--- config.mk ---
export PLATFORM = sky130hd
export DESIGN_NAME = alu_issue_flat
export DESIGN_NICKNAME = d
export VERILOG_FILES = /design/src/rtl/alu_issue_if.sv /design/src/rtl/alu_issue.sv /design/src/flat_wrapper.sv
export SDC_FILE = /design/constraint.sdc
export NUM_CORES = 1
export LEC_CHECK = 0
export BUFFER_PORTS_ARGS = -buffer_cell sky130_fd_sc_hd__buf_2
export CAP_MARGIN = 40
export CORE_ASPECT_RATIO = 0.5
export CORE_MARGIN = 8
export CORE_UTILIZATION = 30
export CTS_BUF_LIST = sky130_fd_sc_hd__clkbuf_4
export DETAILED_ROUTE_END_ITERATION = 10
export HOLD_SLACK_MARGIN = 0.12
export PLACE_DENSITY = 0.59
export SLEW_MARGIN = 20
export SYNTH_ARGS = -nofsm -noshare
export SYNTH_HDL_FRONTEND = slang
export SYNTH_SLANG_ARGS = --single-unit
--- constraint.sdc ---
create_clock -name clk -period 2.85 [get_ports clk]
set_input_delay 0 -clock clk [delete_from_list [all_inputs] [get_ports clk]]
set_output_delay 0 -clock clk [all_outputs]
set_load 0.05 [all_outputs]
--- src/rtl/alu_issue_if.sv ---
`default_nettype none
// ============================================================================
// Module      : alu_issue_if
// Description : Bundles the signals of the ALU issue block: the command
//               handshake (cmd_*), the registered operands towards the external
//               combinational ALU (alu_*), the ALU result coming back (alu_out),
//               the result handshake (res_*) and the status outputs
//               (count, busy).
//               master : the environment that feeds commands, provides the
//                        ALU result and consumes results.
//               slave  : the issue block itself.
// Revision    : 1.0 - initial release
// ============================================================================
interface alu_issue_if;
    // Command handshake
    logic       cmd_valid;
    logic       cmd_ready;
    logic [2:0] cmd_op;
    logic [3:0] cmd_a;
    logic [3:0] cmd_b;
    // Operands to the ALU and its combinational result
    logic [3:0] alu_a;
    logic [3:0] alu_b;
    logic [2:0] alu_op;
    logic [3:0] alu_out;
    // Result handshake
    logic       res_valid;
    logic       res_ready;
    logic [3:0] res_data;
    logic [2:0] res_op;
    logic       res_err;
    // Status
    logic [2:0] count;
    logic       busy;

    modport master (
        output cmd_valid, cmd_op, cmd_a, cmd_b, alu_out, res_ready,
        input  cmd_ready, alu_a, alu_b, alu_op,
        input  res_valid, res_data, res_op, res_err, count, busy
    );

    modport slave (
        input  cmd_valid, cmd_op, cmd_a, cmd_b, alu_out, res_ready,
        output cmd_ready, alu_a, alu_b, alu_op,
        output res_valid, res_data, res_op, res_err, count, busy
    );
endinterface
`default_nettype wire

--- src/rtl/alu_issue.sv ---
`default_nettype none
// ============================================================================
// Module      : alu_issue
// Description : Four-entry command FIFO in front of an external combinational
//               ALU. Commands {op,a,b} are queued, issued one at a time on the
//               registered alu_* outputs, and the ALU result is captured one
//               cycle later and held on res_* until the consumer accepts it.
//               Op 3'b111 is unsupported: its result is forced to zero and
//               flagged on res_err.
// Ports       : clk  - rising-edge clock
//               rst  - synchronous active-high reset
//               bus  - alu_issue_if.slave (command, ALU, result, status)
// Revision    : 1.0 - initial release
// ============================================================================
module alu_issue #(
    parameter int DEPTH = 4
) (
    input  wire logic  clk,
    input  wire logic  rst,
    alu_issue_if.slave bus
);

    localparam logic [2:0] c_DEPTH  = 3'(DEPTH);
    localparam logic [2:0] c_OP_BAD = 3'b111;

    typedef enum logic [1:0] {
        c_IDLE  = 2'd0,
        c_ISSUE = 2'd1,
        c_HOLD  = 2'd2
    } state_t;

    state_t      state_q,   state_d;
    logic [1:0]  rd_ptr_q,  rd_ptr_d;
    logic [1:0]  wr_ptr_q,  wr_ptr_d;
    logic [2:0]  count_q,   count_d;
    logic [10:0] fifo_q [0:DEPTH-1];
    logic [10:0] fifo_d [0:DEPTH-1];
    logic [3:0]  alu_a_q,   alu_a_d;
    logic [3:0]  alu_b_q,   alu_b_d;
    logic [2:0]  alu_op_q,  alu_op_d;
    logic        res_valid_q, res_valid_d;
    logic [3:0]  res_data_q,  res_data_d;
    logic [2:0]  res_op_q,    res_op_d;
    logic        res_err_q,   res_err_d;

    logic        w_cmd_ready;
    logic        w_push;
    logic        w_pop;

    // Ready depends only on registered occupancy: a pop in the same cycle
    // does not open a slot for a full FIFO.
    assign w_cmd_ready = (count_q < c_DEPTH);
    assign w_push      = bus.cmd_valid && w_cmd_ready;

    always_comb begin
        state_d     = state_q;
        rd_ptr_d    = rd_ptr_q;
        wr_ptr_d    = wr_ptr_q;
        count_d     = count_q;
        fifo_d      = fifo_q;
        alu_a_d     = alu_a_q;
        alu_b_d     = alu_b_q;
        alu_op_d    = alu_op_q;
        res_valid_d = res_valid_q;
        res_data_d  = res_data_q;
        res_op_d    = res_op_q;
        res_err_d   = res_err_q;
        w_pop       = 1'b0;

        // Pops look at the registered count, so a command arriving into an
        // empty FIFO is never popped on the edge that writes it.
        case (state_q)
            c_IDLE: begin
                if (count_q != 3'd0) begin
                    w_pop   = 1'b1;
                    state_d = c_ISSUE;
                end
            end
            c_ISSUE: begin
                res_valid_d = 1'b1;
                res_op_d    = alu_op_q;
                res_err_d   = (alu_op_q == c_OP_BAD);
                res_data_d  = (alu_op_q == c_OP_BAD) ? 4'b0000 : bus.alu_out;
                state_d     = c_HOLD;
            end
            c_HOLD: begin
                if (bus.res_ready) begin
                    res_valid_d = 1'b0;
                    if (count_q != 3'd0) begin
                        w_pop   = 1'b1;
                        state_d = c_ISSUE;
                    end else begin
                        state_d = c_IDLE;
                    end
                end
            end
            default: begin
                state_d = c_IDLE;
            end
        endcase

        if (w_pop) begin
            {alu_op_d, alu_a_d, alu_b_d} = fifo_q[rd_ptr_q];
            rd_ptr_d = rd_ptr_q + 2'd1;
        end

        if (w_push) begin
            fifo_d[wr_ptr_q] = {bus.cmd_op, bus.cmd_a, bus.cmd_b};
            wr_ptr_d = wr_ptr_q + 2'd1;
        end

        case ({w_push, w_pop})
            2'b10:   count_d = count_q + 3'd1;
            2'b01:   count_d = count_q - 3'd1;
            default: count_d = count_q;
        endcase
    end

    always_ff @(posedge clk) begin
        if (rst) begin
            state_q     <= c_IDLE;
            rd_ptr_q    <= 2'd0;
            wr_ptr_q    <= 2'd0;
            count_q     <= 3'd0;
            alu_a_q     <= 4'b0000;
            alu_b_q     <= 4'b0000;
            alu_op_q    <= 3'b000;
            res_valid_q <= 1'b0;
            res_data_q  <= 4'b0000;
            res_op_q    <= 3'b000;
            res_err_q   <= 1'b0;
        end else begin
            state_q     <= state_d;
            rd_ptr_q    <= rd_ptr_d;
            wr_ptr_q    <= wr_ptr_d;
            count_q     <= count_d;
            alu_a_q     <= alu_a_d;
            alu_b_q     <= alu_b_d;
            alu_op_q    <= alu_op_d;
            res_valid_q <= res_valid_d;
            res_data_q  <= res_data_d;
            res_op_q    <= res_op_d;
            res_err_q   <= res_err_d;
        end
    end

    // Storage needs no reset: entries are only read after being written.
    always_ff @(posedge clk) begin
        fifo_q <= fifo_d;
    end

    assign bus.cmd_ready = w_cmd_ready;
    assign bus.alu_a     = alu_a_q;
    assign bus.alu_b     = alu_b_q;
    assign bus.alu_op    = alu_op_q;
    assign bus.res_valid = res_valid_q;
    assign bus.res_data  = res_data_q;
    assign bus.res_op    = res_op_q;
    assign bus.res_err   = res_err_q;
    assign bus.count     = count_q;
    assign bus.busy      = (state_q != c_IDLE) || (count_q != 3'd0);

endmodule
`default_nettype wire

--- src/flat_wrapper.sv ---
// flat-port wrapper written by rule: the top's interface ports become plain ports
module alu_issue_flat 
#(
    parameter int DEPTH = 4
)
  (clk, rst, bus_cmd_valid, bus_cmd_op, bus_cmd_a, bus_cmd_b, bus_alu_out, bus_res_ready, bus_cmd_ready, bus_alu_a, bus_alu_b, bus_alu_op, bus_res_valid, bus_res_data, bus_res_op, bus_res_err, bus_count, bus_busy);
  alu_issue_if bus_i ();
  input  wire logic clk;
  input  wire logic rst;
  input wire logic [$bits(bus_i.cmd_valid)-1:0] bus_cmd_valid;
  input wire logic [$bits(bus_i.cmd_op)-1:0] bus_cmd_op;
  input wire logic [$bits(bus_i.cmd_a)-1:0] bus_cmd_a;
  input wire logic [$bits(bus_i.cmd_b)-1:0] bus_cmd_b;
  input wire logic [$bits(bus_i.alu_out)-1:0] bus_alu_out;
  input wire logic [$bits(bus_i.res_ready)-1:0] bus_res_ready;
  output wire logic [$bits(bus_i.cmd_ready)-1:0] bus_cmd_ready;
  output wire logic [$bits(bus_i.alu_a)-1:0] bus_alu_a;
  output wire logic [$bits(bus_i.alu_b)-1:0] bus_alu_b;
  output wire logic [$bits(bus_i.alu_op)-1:0] bus_alu_op;
  output wire logic [$bits(bus_i.res_valid)-1:0] bus_res_valid;
  output wire logic [$bits(bus_i.res_data)-1:0] bus_res_data;
  output wire logic [$bits(bus_i.res_op)-1:0] bus_res_op;
  output wire logic [$bits(bus_i.res_err)-1:0] bus_res_err;
  output wire logic [$bits(bus_i.count)-1:0] bus_count;
  output wire logic [$bits(bus_i.busy)-1:0] bus_busy;
  assign bus_i.cmd_valid = bus_cmd_valid;
  assign bus_i.cmd_op = bus_cmd_op;
  assign bus_i.cmd_a = bus_cmd_a;
  assign bus_i.cmd_b = bus_cmd_b;
  assign bus_i.alu_out = bus_alu_out;
  assign bus_i.res_ready = bus_res_ready;
  assign bus_cmd_ready = bus_i.cmd_ready;
  assign bus_alu_a = bus_i.alu_a;
  assign bus_alu_b = bus_i.alu_b;
  assign bus_alu_op = bus_i.alu_op;
  assign bus_res_valid = bus_i.res_valid;
  assign bus_res_data = bus_i.res_data;
  assign bus_res_op = bus_i.res_op;
  assign bus_res_err = bus_i.res_err;
  assign bus_count = bus_i.count;
  assign bus_busy = bus_i.busy;
  alu_issue #(.DEPTH(DEPTH)) u_core (.clk(clk), .rst(rst), .bus(bus_i));
endmodule
* Yosys cells after proc, flatten, opt, wreduce, memory -nomap -nowiden *
Cells that the tools add are included.

operators by class
  add/subtract/negate cells = 4
  magnitude comparators = 4
  equal/unequal tests = 7
  mux-type cells = 17
  bitwise logic cells = 2
  reductions and logical operators = 10

operator list
  cell                                                                  count
  44-bit bitwise mux                                                    1
  11-bit 2-to-1 mux                                                     3
  11-bit binary-select mux with 2-bit select                            1
  11-bit demux with 2-bit select                                        1
  3-bit >= comparator, second input constant                            2
  2-bit inverter with 3-bit output                                      2
  2-bit case mux with 3 select lines                                    1
  3-bit case mux with 2 select lines                                    1
  2-bit nonzero test                                                    3
  2-bit by 1-bit adder with 2-bit output, second input constant         2
  2-bit by 1-bit == test with 1-bit output, second input constant       2
  2-bit == test, second input constant                                  2
  1-bit 2-to-1 mux                                                      4
  2-bit 2-to-1 mux                                                      2
  4-bit 2-to-1 mux                                                      1
  1-bit case mux with 2 select lines                                    2
  2-bit AND reduction                                                   2
  3-bit by 1-bit adder with 3-bit output, second input constant         1
  3-bit == test, second input constant                                  1
  3-bit by 1-bit < comparator with 1-bit output, second input constant  1
  3-bit < comparator, second input constant                             1
  3-bit nonzero test                                                    1
  3-bit by 1-bit subtractor with 3-bit output, second input constant    1
  1-bit logical AND                                                     2
  other kinds (4)                                                       4

storage, ports and cells
  flip-flop bits (word level) = 73
  input port bits = 19
  output and inout port bits = 25

* Depth between registers and ports, before layout *
Gate-level depths: netlist (run 1).

  depth after elaboration = 6
  gate-level depth with buffers = 9
  mapped depth without buffers = 8

* Worst setup path after synthesis (run 1) *
Ideal clock, no wire load.

  path kind = register -> register
  start point = reg u_core.count_q[2] (netlist: u_core.bus.count[2])
  end point = reg u_core.count_q[2] (netlist: u_core.bus.count[2])
  library setup time = 0.071 ns
  arrival = 2.520 ns
  path slack = 0.260 ns
  cell stages (with the launch flop) = 10
  clock period less this slack = 2.590 ns
  path through = dfxtp_1 > nor3_2 > nor3_1 > buf_2 > ha_1 > inv_1 > fa_1 > xor2_1 > or3_1 > a21oi_1

on the way
  longest elaborated chain between the ends = 6
  elaborated cells on any way between the ends = 12

RTL lines
  element                                                                    line                              source
  from (decl)                                                                alu_issue.sv:35                   logic [2:0] count_q, count_d;
  from (signal assigned)                                                     alu_issue.sv:136                  count_q <= count_d;
  3-bit nonzero test (*)                                                     alu_issue.sv:74, alu_issue.sv:89
  1-bit 2-to-1 mux (*)                                                       alu_issue.sv:74, alu_issue.sv:89
  1-bit 2-to-1 mux                                                           alu_issue.sv:87                   if (bus.res_ready) begin
  1-bit case mux with 2 select lines (*)                                     alu_issue.sv:72                   case (state_q)
  via u_core.w_pop                                                           alu_issue.sv:48                   logic w_pop;
  2-bit by 1-bit == test with 1-bit output or 2-bit == test (tied branches)  alu_issue.sv:112                  case ({w_push, w_pop})
  3-bit case mux with 2 select lines or 2-bit nonzero test (tied branches)   -

Mark *: on every way through the listed nets, which the timed path passes. The rest lies on a longest branch.
A chain may end at the register's enable or synchronous reset.

* Final worst setup path (run 1) *
  start point = reg u_core.count_q[2] (netlist: u_core.bus.count[2])
  end point = reg u_core.count_q[2] (netlist: u_core.bus.count[2])

on the way
  longest elaborated chain between the ends = 6
  elaborated cells on any way between the ends = 12

RTL lines
  element                                                                    line
  3-bit nonzero test                                                         alu_issue.sv:74, alu_issue.sv:89
  1-bit 2-to-1 mux                                                           alu_issue.sv:74, alu_issue.sv:89
  1-bit 2-to-1 mux                                                           alu_issue.sv:87
  1-bit case mux with 2 select lines                                         alu_issue.sv:72
  2-bit by 1-bit == test with 1-bit output or 2-bit == test (tied branches)  alu_issue.sv:112
  3-bit case mux with 2 select lines or 2-bit nonzero test (tied branches)   -

Several ways; a longest one is shown, not always the timed one.

==> results.yml, run 1 <==
worst_setup_path:
  endpoint_kind: "flip-flop"
  startpoint_type: "flip-flop"
  cp_slowest_stage_delay_ns: 0.44
  cpMaxStageDelayCell: "dfxtp_1"
  crit_chain: "nor3_2, nor3_1, ha_1, inv_1, fa_1, xor2_1, or3_1, a21oi_1"
  critPathKind: "flip-flop to flip-flop"
  cp_top_family: "simple AND/OR/NAND/NOR gates"
  cp_data_required_time_ns: 3.20
  cp_max_fo: 6
  crit_buf_inv: 1
  worst_ep_arrival_time_ns: 2.51
timing:
  slew-limit-headroom_pct: 50.4
  hold_viol_final: 0
  fin_crit_ns: 2.16
  timing.final.ws_setup_ns: 0.685
  worst_pin_slew_ns: 0.743
  period_share_pct: 76.0
  max_freq_mhz: 462
  setup_viol: 0
  rsz0062_at_grt: "false"
  timing.hold.ws_ns: 0.326
  tns_ns: 0
  drv_slew: 0
  fin_skew_ns: 0.0185
route:
  drtIter0Drc: 138
  wire_per_inst_um: 15.0
  detail-route-antenna-nets: 0
  firstDrtPassIters: 4
  route.detailed.drc: 0
  viasPerCell: 4.56
  wl_mm: 5.80
  vias: 1760
power:
  power.leakage_nw: 1.31
  total_power_mw: 3.42
  p_per_area_nw_per_um2: 961
  vdd_drop_max_uv: 224
synthesis:
  synth_common_cells: "edfxtp_1 (44), dfxtp_1 (29), nand2b_1 (12)"
  syn_area_sq_um: 2880
  yosys_most_used_dff: "edfxtp_1"
  syn-num-nets: 218
  yosysWarnings: 0
  seq_area_frac_synth_pct: 66.0
  ys_seq_elements: 73
  synth-async-reset-ratio_pct: 0
  ys_types: 34
  avgSynthCellArea_sq_um: 14.9
  synth_top_area_share_pct: 45.8
  syn_inst: 193
  yosysMostFrequentCell: "edfxtp_1"
  yosys.area.top_type: "edfxtp_1"
  synth_edf_count: 44
  synth.area.top_cells: "edfxtp_1 (46%), dfxtp_1 (20%), mux4_1 (10%), o2bb2ai_1 (3.3%), nand2b_1 (2.6%)"
min_path:
  worst_hold_path_type: "input pin to flip-flop"
placed_design:
  port_buffers: 43
  gp_congestion: 0.733
  dp_worst_setup_slack_ns: 0.716
  hpwlAfterDp_mm: 3.74
cts:
  clk_latency_ns: 0.42
  cts.sinks: 73
  htree_levels: 3
  cts_made_buffers: 9
  cts_tree: "done"
  cts-resized-gates: 0
  clockBufferDepth: 2
  path_clk_slew_ns: 0.11
  cts_root_buf: "clkbuf_4"
flow_run:
  drv_cap: 0
global_routing:
  grt_max_degree: 31
  grt_overflow: 0
  grt_pass1_wl_mm: 9.03
  globalRouteTotalUtil_pct: 9.14
  grt_pass1_vias: 1740
  antenna_found_initial: 1
floorplan:
  pin_count: 44
  start_util_pct: 30.7
  dieArea_sq_um: 13200
  die_h_um: 85.3
  die_w_um: 155
  design.core.area_sq_um: 9380
  num_rows: 25
outcome:
  status: "completed"
layout:
  fin_nets: 284
  drive_gt1_share_pct: 23.5
  area_delta_synth_final_pct: 23.3
-- per-layer routing --
layer	routed length (um)	global-route usage (%)	part of all wire (%)	vias up
met5	0	0	0	-
met3	358	4.26	6.2	6
met1	2520	9.49	43	861
li1	-	-	-	853
met2	2820	15.3	49	40
met4	102	5.12	1.8	0
-- state kept, by name, indices dropped and copies added, names as in the netlist --
| name | flops |
|---|---|
| u_core.bus.alu_op | 3 |
| u_core.wr_ptr_q | 2 |
| u_core.bus.res_valid | 1 |
| u_core.bus.res_data | 4 |
| u_core.rd_ptr_q | 2 |
| u_core.bus.alu_a | 4 |
| u_core.bus.alu_b | 4 |
| u_core.bus.res_err | 1 |
| u_core.state_q | 2 |
| u_core.bus.count | 3 |
| u_core.bus.res_op | 3 |
| u_core.fifo_q | 44 |
-- placed cells by master (no fill, tap or decap), drive strengths merged --
cell          n
a21oi        11
dfxtp        29
dlygate4sd3  22
mux4         11
fa            1
and2          4
clkbuf        9
nor3          2
nand2        11
xor2          2
edfxtp       44
nor2b         4
inv          10
diode         1
a311oi        1
nand2b       12
o31ai         1
or4           1
nor4b         1
nand3b        1
nor2          9
bufinv        1
nor4          1
xnor2         1
a211oi        1
o21ai         1
buf          45
o2bb2ai      11
ha            5
mux2i         1
clkinvlp      1
mux2          1
or3           1
nand3         5
clkinv        3
-- area by class of cell --
| type | count | area [sq um] |
|---|---|---|
| clock buffers | 9 | 67.6 |
| multi-input cells | 100 | 882 |
| well taps | 121 | 151 |
| diodes | 1 | 2.50 |
| flip-flops and latches | 73 | 1900 |
| fillers | 898 | 5830 |
| inverters | 8 | 30.0 |
| repair buffers | 67 | 450 |
| clock inverters | 7 | 67.6 |
-- kinds of logic (layout without fill, tap and decap cells) --
kind of cell | after synthesis | in the layout | synth area share (%)
other cells | 0 | 1 | 0
simple gates | 52 | 52 | 9.81
xor+xnor | 3 | 3 | 0.912
compound gates | 26 | 26 | 6.25
flops | 73 | 73 | 66.0
fa+ha+maj | 6 | 6 | 2.86
mux | 13 | 13 | 10.8
buf+inv | 20 | 91 | 3.43
-- final timing paths --
check | from | to | slack [ns] | cells after the start
worst max-delay path | u_core.bus.count[2] | u_core.bus.count[2] | 0.69 | 8
worst min-delay path | bus_cmd_b[0] | u_core.fifo_q[11] | 0.33 | 2
worst max register to register | u_core.bus.count[2] | u_core.bus.count[2] | 0.69 | 8
worst min register to register | u_core.bus.res_op[0] | u_core.bus.res_op[0] | 0.46 | 2
-- stage by stage --
stage                     std cells  area (sq um)  utilization, %
after global placement          347          3200            34.1
after global routing            386          3550            37.9
after floorplan                 193          2880               -
final                           386          3550            37.9
after detailed placement        347          3200            34.1
after CTS                       385          3550            37.8
-- where the power goes --
part           internal [mW]  switching [mW]  leakage [nW]  total, mW
registers               1.34           0.184         0.641       1.52
clock network          0.266           0.367        0.0718      0.634
logic                  0.426           0.833         0.602       1.26
total                   2.03            1.38          1.31       3.42
-- worst register-to-register path: cells and delay by family, from the launching register on --
kind / cells / cell delay (ns)
and+or+nand+nor: 3 / 0.69
DFF: 1 / 0.44
adders and majority gates: 2 / 0.60
AOI/OAI and AO/OA: 1 / 0.14
xor gates and xnor gates: 1 / 0.16
buffers and inverters: 1 / 0.06
-- timing repair --
item | CTS | global route
buffers inserted | 0 | 0
setup endpoints to repair | 0 | 0
hold endpoints to repair | 59 | 0
hold buffers | 22 | 0
Note: power is estimated with default switching activity, not from simulation.
==> inputs of run 2 (changes only) <==
--- a/config.mk
+++ b/config.mk
@@ -5,6 +5,7 @@
 export SDC_FILE = /design/constraint.sdc
 export NUM_CORES = 1
 export LEC_CHECK = 0
+export ABC_AREA = 1
 export BUFFER_PORTS_ARGS = -buffer_cell sky130_fd_sc_hd__buf_2
 export CAP_MARGIN = 40
 export CORE_ASPECT_RATIO = 0.5
@@ -13,7 +14,7 @@
 export CTS_BUF_LIST = sky130_fd_sc_hd__clkbuf_4
 export DETAILED_ROUTE_END_ITERATION = 10
 export HOLD_SLACK_MARGIN = 0.12
-export PLACE_DENSITY = 0.59
+export PLACE_DENSITY = 0.6
 export SLEW_MARGIN = 20
 export SYNTH_ARGS = -nofsm -noshare
 export SYNTH_HDL_FRONTEND = slang
==> constraint.sdc (replaced) <==
create_clock -name clk -period 1.9 [get_ports clk]
set_input_delay 0 -clock clk [delete_from_list [all_inputs] [get_ports clk]]
set_output_delay 0 -clock clk [all_outputs]
set_load 0.05 [all_outputs]
==> run 2 against run 1 <==
Compared with the run above: global-route usage increased by 0.16 points; cell count rose by 47%; die area up 9.0%; first-iteration DRC count fell by 60%; wire length is 14% higher; register-to-register slack worse by 0.51 ns; flip-flop and latch count unchanged; utilization grew 0.56 points; worst hold slack got worse by 0.0063 ns.
==> results.yml, run 2 <==
timing:
  max_freq_mhz: 581
  slew-limit-headroom_pct: 57.9
  hold_viol_final: 0
  worst_pin_slew_ns: 0.631
  fin_skew_ns: 0.00954
  period_share_pct: 90.6
  fin_crit_ns: 1.72
  setup_viol: 0
  drv_slew: 0
  timing.hold.ws_ns: 0.320
  tns_ns: 0
worst_setup_path:
  reg2reg_to: "u_core.bus.count[1]"
  r2r_cells: 8
  r2r_setup_slack_ns: 0.18
  crit_buf_inv: 3
  startpoint_type: "flip-flop"
  crit_chain: "inv_1, nand3_4, nand2_8, inv_1, ha_2, inv_1, fa_2, a21oi_1"
  crit_end: "u_core.bus.count[1]"
  cp_max_fo: 4
  cp_top_family: "adder cells"
  endpoint_kind: "flip-flop"
  crit_top_cell: "inv_1"
  cp_data_required_time_ns: 2.25
  cp-startpoint: "u_core.bus.count[0]"
  worst_ep_arrival_time_ns: 2.07
  worstReg2RegStart: "u_core.bus.count[0]"
  critPathKind: "flip-flop to flip-flop"
  cp_slowest_stage_delay_ns: 0.43
  cpMaxStageDelayCell: "fa_2"
  crit_cells: 8
layout:
  area_delta_synth_final_pct: 23.9
  fill_cells: 1046
  layout_common_cells: "nand2_1 (88), inv_1 (71), edfxtp_1 (44)"
  drive_gt1_share_pct: 22.1
  largest_register: "u_core.fifo_q"
  fin_nets: 449
  final_common_cell: "nand2_1"
  n_antenna_cell: 0
  largest_register_ffs: 44
  finish.utilization_pct: 38.4
global_routing:
  grt_util_met1_pct: 11.3
  grt_max_degree: 25
  busiest_layer: "met2"
  grt_overflow: 0
  grt_pass1_wl_mm: 10.4
  grt_util_met2_pct: 14.6
  antenna_found_initial: 0
  use_met3_pct: 3.71
  globalRouteTotalUtil_pct: 9.30
  grt_pass1_vias: 2090
placed_design:
  port_buffers: 43
  hpwlAfterDp_mm: 4.26
  gp_congestion: 0.712
floorplan:
  die_h_um: 88.9
  dieArea_sq_um: 14400
  pin_count: 44
  num_rows: 26
  start_util_pct: 31.0
  design.core.area_sq_um: 10300
  die_w_um: 162
synthesis:
  ys_types: 24
  yosys.area.top_type: "edfxtp_1"
  synth_edf_count: 44
  avgSynthCellArea_sq_um: 9.11
  yosys_most_used_dff: "edfxtp_1"
  synth-async-reset-ratio_pct: 0
  yosysMostFrequentCell: "nand2_1"
  yosysWarnings: 0
  syn_area_sq_um: 3190
  synth.area.top_cells: "edfxtp_1 (41%), dfxtp_1 (18%), nand2_1 (10%), inv_1 (8.4%), nand3_1 (4.1%)"
  seq_area_frac_synth_pct: 59.7
  ys_seq_elements: 73
  syn_inst: 350
  syn-num-nets: 375
  synth_top_area_share_pct: 41.5
  synth_common_cells: "nand2_1 (88), inv_1 (71), edfxtp_1 (44), nor2_1 (33), dfxtp_1 (29)"
cts:
  cts_made_buffers: 9
  clk_latency_ns: 0.42
  cts_root_buf: "clkbuf_4"
  cts.sinks: 73
  cts_tree: "done"
  clockBufferDepth: 2
  htree_levels: 3
  path_clk_slew_ns: 0.13
power:
  total_power_mw: 6.20
  vdd_drop_max_uv: 443
  power.leakage_nw: 1.86
  p_per_area_nw_per_um2: 1570
route:
  vias: 2286
  wire_per_inst_um: 11.6
  detail-route-antenna-nets: 0
  firstDrtPassIters: 4
  route.detailed.drc: 0
  drtIter0Drc: 55
  viasPerCell: 4.02
  wl_mm: 6.58
min_path:
  worst_hold_path_type: "input pin to flip-flop"
flow_run:
  drv_cap: 0
outcome:
  status: "completed"
==> run 2: cell count changes in the layout (fill, tap and decap cells not counted), sizes merged, moves of 4 or more <==
cell     change
and2         -4
buf          +8
inv         +66
mux4        -11
nand2       +89
nand2b      -12
nand3       +22
nor2        +25
nor2b        -4
o21ai        +7
o2bb2ai     -11
==> run 2: kinds of logic (layout without fill, tap and decap cells) <==
family	count (synthesis)	after routing	share of synthesized area (%)
flops	73	73	59.7
buf+inv	87	166	11.9
simple gates	162	162	22.1
fa+ha+maj	6	6	2.59
compound gates	22	22	3.73
==> run 2: stage by stage <==
stage | worst slack, ns | instances | instance area [sq um]
after floorplan | 0.00880 | 350 | 3200
after global placement | 0.186 | 529 | 3550
after detailed placement | 0.167 | 529 | 3550
after CTS | 0.127 | 567 | 3920
after global routing | -0.0110 | 569 | 3950
final | 0.178 | 569 | 3950
==> run 2: final cells by class <==
class,count,area [sq um],area share [%]
Inverter,75,285,7.22
Timing Repair Buffer,75,510,12.9
Multi-Input combinational cell,190,920,23.3
Clock buffer,9,67.6,1.71
Tap cell,140,175,4.43
Sequential cell,73,1910,48.4
Clock inverter,7,78.8,2.00
==> run 2: worst min path at each step <==
stage / startpoint / to / slack (ns) / cells after the start
finish: bus_cmd_a[1] / u_core.fifo_q[5] / 0.32 / 2
global placement: bus_cmd_a[1] / u_core.fifo_q[27] / 0.22 / 1
CTS: bus_cmd_a[1] / u_core.fifo_q[5] / 0.29 / 2
detailed placement: bus_cmd_a[1] / u_core.fifo_q[27] / 0.22 / 1
global route: bus_cmd_a[0] / u_core.fifo_q[26] / 0.30 / 2
floorplan: bus_cmd_b[0] / u_core.fifo_q[0] / 0.1 / 0
==> run 2: where the power goes <==
group | switching, mW | total [mW] | leakage (nW) | internal (mW)
logic | 2.13 | 2.98 | 1.14 | 0.847
registers | 0.181 | 2.22 | 0.645 | 2.04
clock network | 0.587 | 1.00 | 0.0761 | 0.414
total | 2.90 | 6.20 | 1.86 | 3.30
==> run 2: per-layer routing <==
metal	part of all wire [%]	routed length [um]
met3	6.5	431
met4	1.2	79
met2	43	2830
met5	0	0
met1	49	3250
==> run 2: repair_timing <==
item	CTS	global route
hold buffers	22	0
endpoints found under the setup margin	0	1
buffers inserted	0	2
gates resized for setup	0	5
hold endpoints to repair	58	0
==> inputs of run 3 (changes only) <==
--- a/config.mk
+++ b/config.mk
@@ -6,6 +6,7 @@
 export NUM_CORES = 1
 export LEC_CHECK = 0
 export ABC_AREA = 1
+export ABC_CLOCK_PERIOD_IN_PS = 1800
 export BUFFER_PORTS_ARGS = -buffer_cell sky130_fd_sc_hd__buf_2
 export CAP_MARGIN = 40
 export CORE_ASPECT_RATIO = 0.5
@@ -13,8 +14,9 @@
 export CORE_UTILIZATION = 30
 export CTS_BUF_LIST = sky130_fd_sc_hd__clkbuf_4
 export DETAILED_ROUTE_END_ITERATION = 10
+export GPL_TIMING_DRIVEN = 1
 export HOLD_SLACK_MARGIN = 0.12
-export PLACE_DENSITY = 0.6
+export PLACE_DENSITY = 0.58
 export SLEW_MARGIN = 20
 export SYNTH_ARGS = -nofsm -noshare
 export SYNTH_HDL_FRONTEND = slang
==> constraint.sdc (replaced) <==
create_clock -name clk -period 1.8 [get_ports clk]
set_input_delay 0 -clock clk [delete_from_list [all_inputs] [get_ports clk]]
set_output_delay 0 -clock clk [all_outputs]
set_load 0.05 [all_outputs]
==> run 3 against run 2 <==
Compared with the run above: wire length fell by 1.7%; setup slack lost 0.11 ns; critical path depth is 6 higher; worst hold slack got worse by 0.0029 ns; global-route usage up 0.16 points; die area unchanged; clock power rose by 13%; clock-buffer cell count grew 1; flip-flop and latch count is the same; via count is 0.44% lower; clock skew increased by 0.0031 ns; register-to-register slack worse by 0.11 ns.
==> results.yml, run 3 (synthesized netlist as in run 2, its figures left out) <==
timing:
  hold_viol_final: 0
  worst_pin_slew_ns: 0.644
  fin_skew_ns: 0.0127
  setup_viol: 0
  drv_slew: 0
  max_freq_mhz: 579
  fin_crit_ns: 1.73
  timing.hold.ws_ns: 0.317
  period_share_pct: 96.0
  slew-limit-headroom_pct: 57.0
layout:
  largest_register_ffs: 44
  final_common_cell: "nand2_1"
  area_delta_synth_final_pct: 25.7
  largest_register: "u_core.fifo_q"
  drive_gt1_share_pct: 23.5
  layout_common_cells: "nand2_1 (86), inv_1 (67), edfxtp_1 (44)"
  fin_nets: 449
  n_antenna_cell: 0
  fill_cells: 1044
min_path:
  worst_hold_path_type: "input pin to flip-flop"
  hp-start: "bus_cmd_b[3]"
route:
  viasPerCell: 4.00
  wl_mm: 6.47
  drtIter0Drc: 157
  firstDrtPassIters: 4
  detail-route-antenna-nets: 0
  wire_per_inst_um: 11.4
  vias: 2276
  route.detailed.drc: 0
global_routing:
  antenna_found_initial: 1
  globalRouteTotalUtil_pct: 9.46
  grt_overflow: 0
  grt_pass1_vias: 2085
  grt_pass1_wl_mm: 10.4
  grt_max_degree: 25
worst_setup_path:
  critPathKind: "flip-flop to flip-flop"
  cp_max_fo: 3
  r2r_setup_slack_ns: 0.07
  cp_data_required_time_ns: 2.12
  cp-startpoint: "u_core.state_q[0]"
  endpoint_kind: "flip-flop"
  worst_ep_arrival_time_ns: 2.05
  worstReg2RegStart: "u_core.state_q[0]"
  startpoint_type: "flip-flop"
cts:
  cts_tree: "done"
  htree_levels: 3
  cts_root_buf: "clkbuf_4"
  clockBufferDepth: 2
  path_clk_slew_ns: 0.12
  cts_made_buffers: 9
  cts.sinks: 73
  clk_latency_ns: 0.42
placed_design:
  port_buffers: 43
  hpwlAfterDp_mm: 4.14
  gp_congestion: 0.687
floorplan:
  die_h_um: 88.9
  die_w_um: 162
  start_util_pct: 31.0
  pin_count: 44
  num_rows: 26
  dieArea_sq_um: 14400
  design.core.area_sq_um: 10300
outcome:
  status: "completed"
power:
  total_power_mw: 6.73
  p_per_area_nw_per_um2: 1680
  power.leakage_nw: 1.87
  vdd_drop_max_uv: 602
flow_run:
  drv_cap: 0
## run 3: cell types whose count changed in the layout (fill, tap and decap cells not counted), moves of 2 or more
cell,delta
dfxtp_2,-2
nand2_4,+2
dfxtp_4,+2
nand2_1,-2
inv_4,+4
inv_1,-4
## run 3: final cells by class
cell class                 instances  area (sq um)  share of cell area [%]
clock buffer                      10          75.1                    1.87
tap                              140           175                    4.37
timing repair buffer              75           510                    12.7
clock inverter                     6          83.8                    2.09
inverter                          75           294                    7.34
multi-input combinational        190           950                    23.7
sequential                        73          1920                    47.9
## run 3: path summary, 6_finish.rpt
kind,to,cells past startpoint
hold / removal,u_core.fifo_q[14],2
setup / recovery,u_core.bus.count[2],14
setup reg to reg,u_core.bus.count[2],14
hold reg to reg,u_core.state_q[1],1
## run 3: where the power goes
group / switching, mW / internal, mW
clock: 0.558 / 0.572
combinational: 2.29 / 0.958
sequential: 0.193 / 2.16
## run 3: routing by layer
metal  GRT usage (%)  routed length [um]
met1            11.0                3040
met2            14.9                2870
met3            4.18                 414
met4            4.50                 138
met5               0                   8
## run 3: worst max-delay path: stages, from the launching register on
cell	delay, ns
dfxtp_2	0.35
inv_4	0.09
nand2_4	0.06
nand2_4	0.10
nand2_8	0.05
inv_4	0.06
ha_4	0.15
inv_4	0.04
fa_2	0.40
inv_2	0.06
nand2_2	0.05
nand3_2	0.07
nand2_1	0.05
nand2_1	0.05
nor2_1	0.05
## run 3: what timing repair did
item | CTS | global route
endpoints found under the setup margin | 0 | 2
setup buffers | 0 | 2
gates resized for setup | 0 | 18
hold buffers | 22 | 0
endpoints found under the hold margin | 57 | 0
## run 3: metrics by stage
| step | setup WS, ns | instances | TNS (ns) | area (sq um) | util (%) |
|---|---|---|---|---|---|
| after floorplan | 0.00442 | 350 | 0 | 3210 | - |
| after global placement | 0.105 | 529 | 0 | 3560 | 34.7 |
| after detailed placement | 0.0177 | 529 | 0 | 3560 | 34.7 |
| after CTS | 0.00541 | 567 | 0 | 3940 | 38.4 |
| after global routing | -0.0281 | 569 | -0.0281 | 4010 | 39.0 |
| final | 0.0717 | 569 | 0 | 4010 | 39.0 |
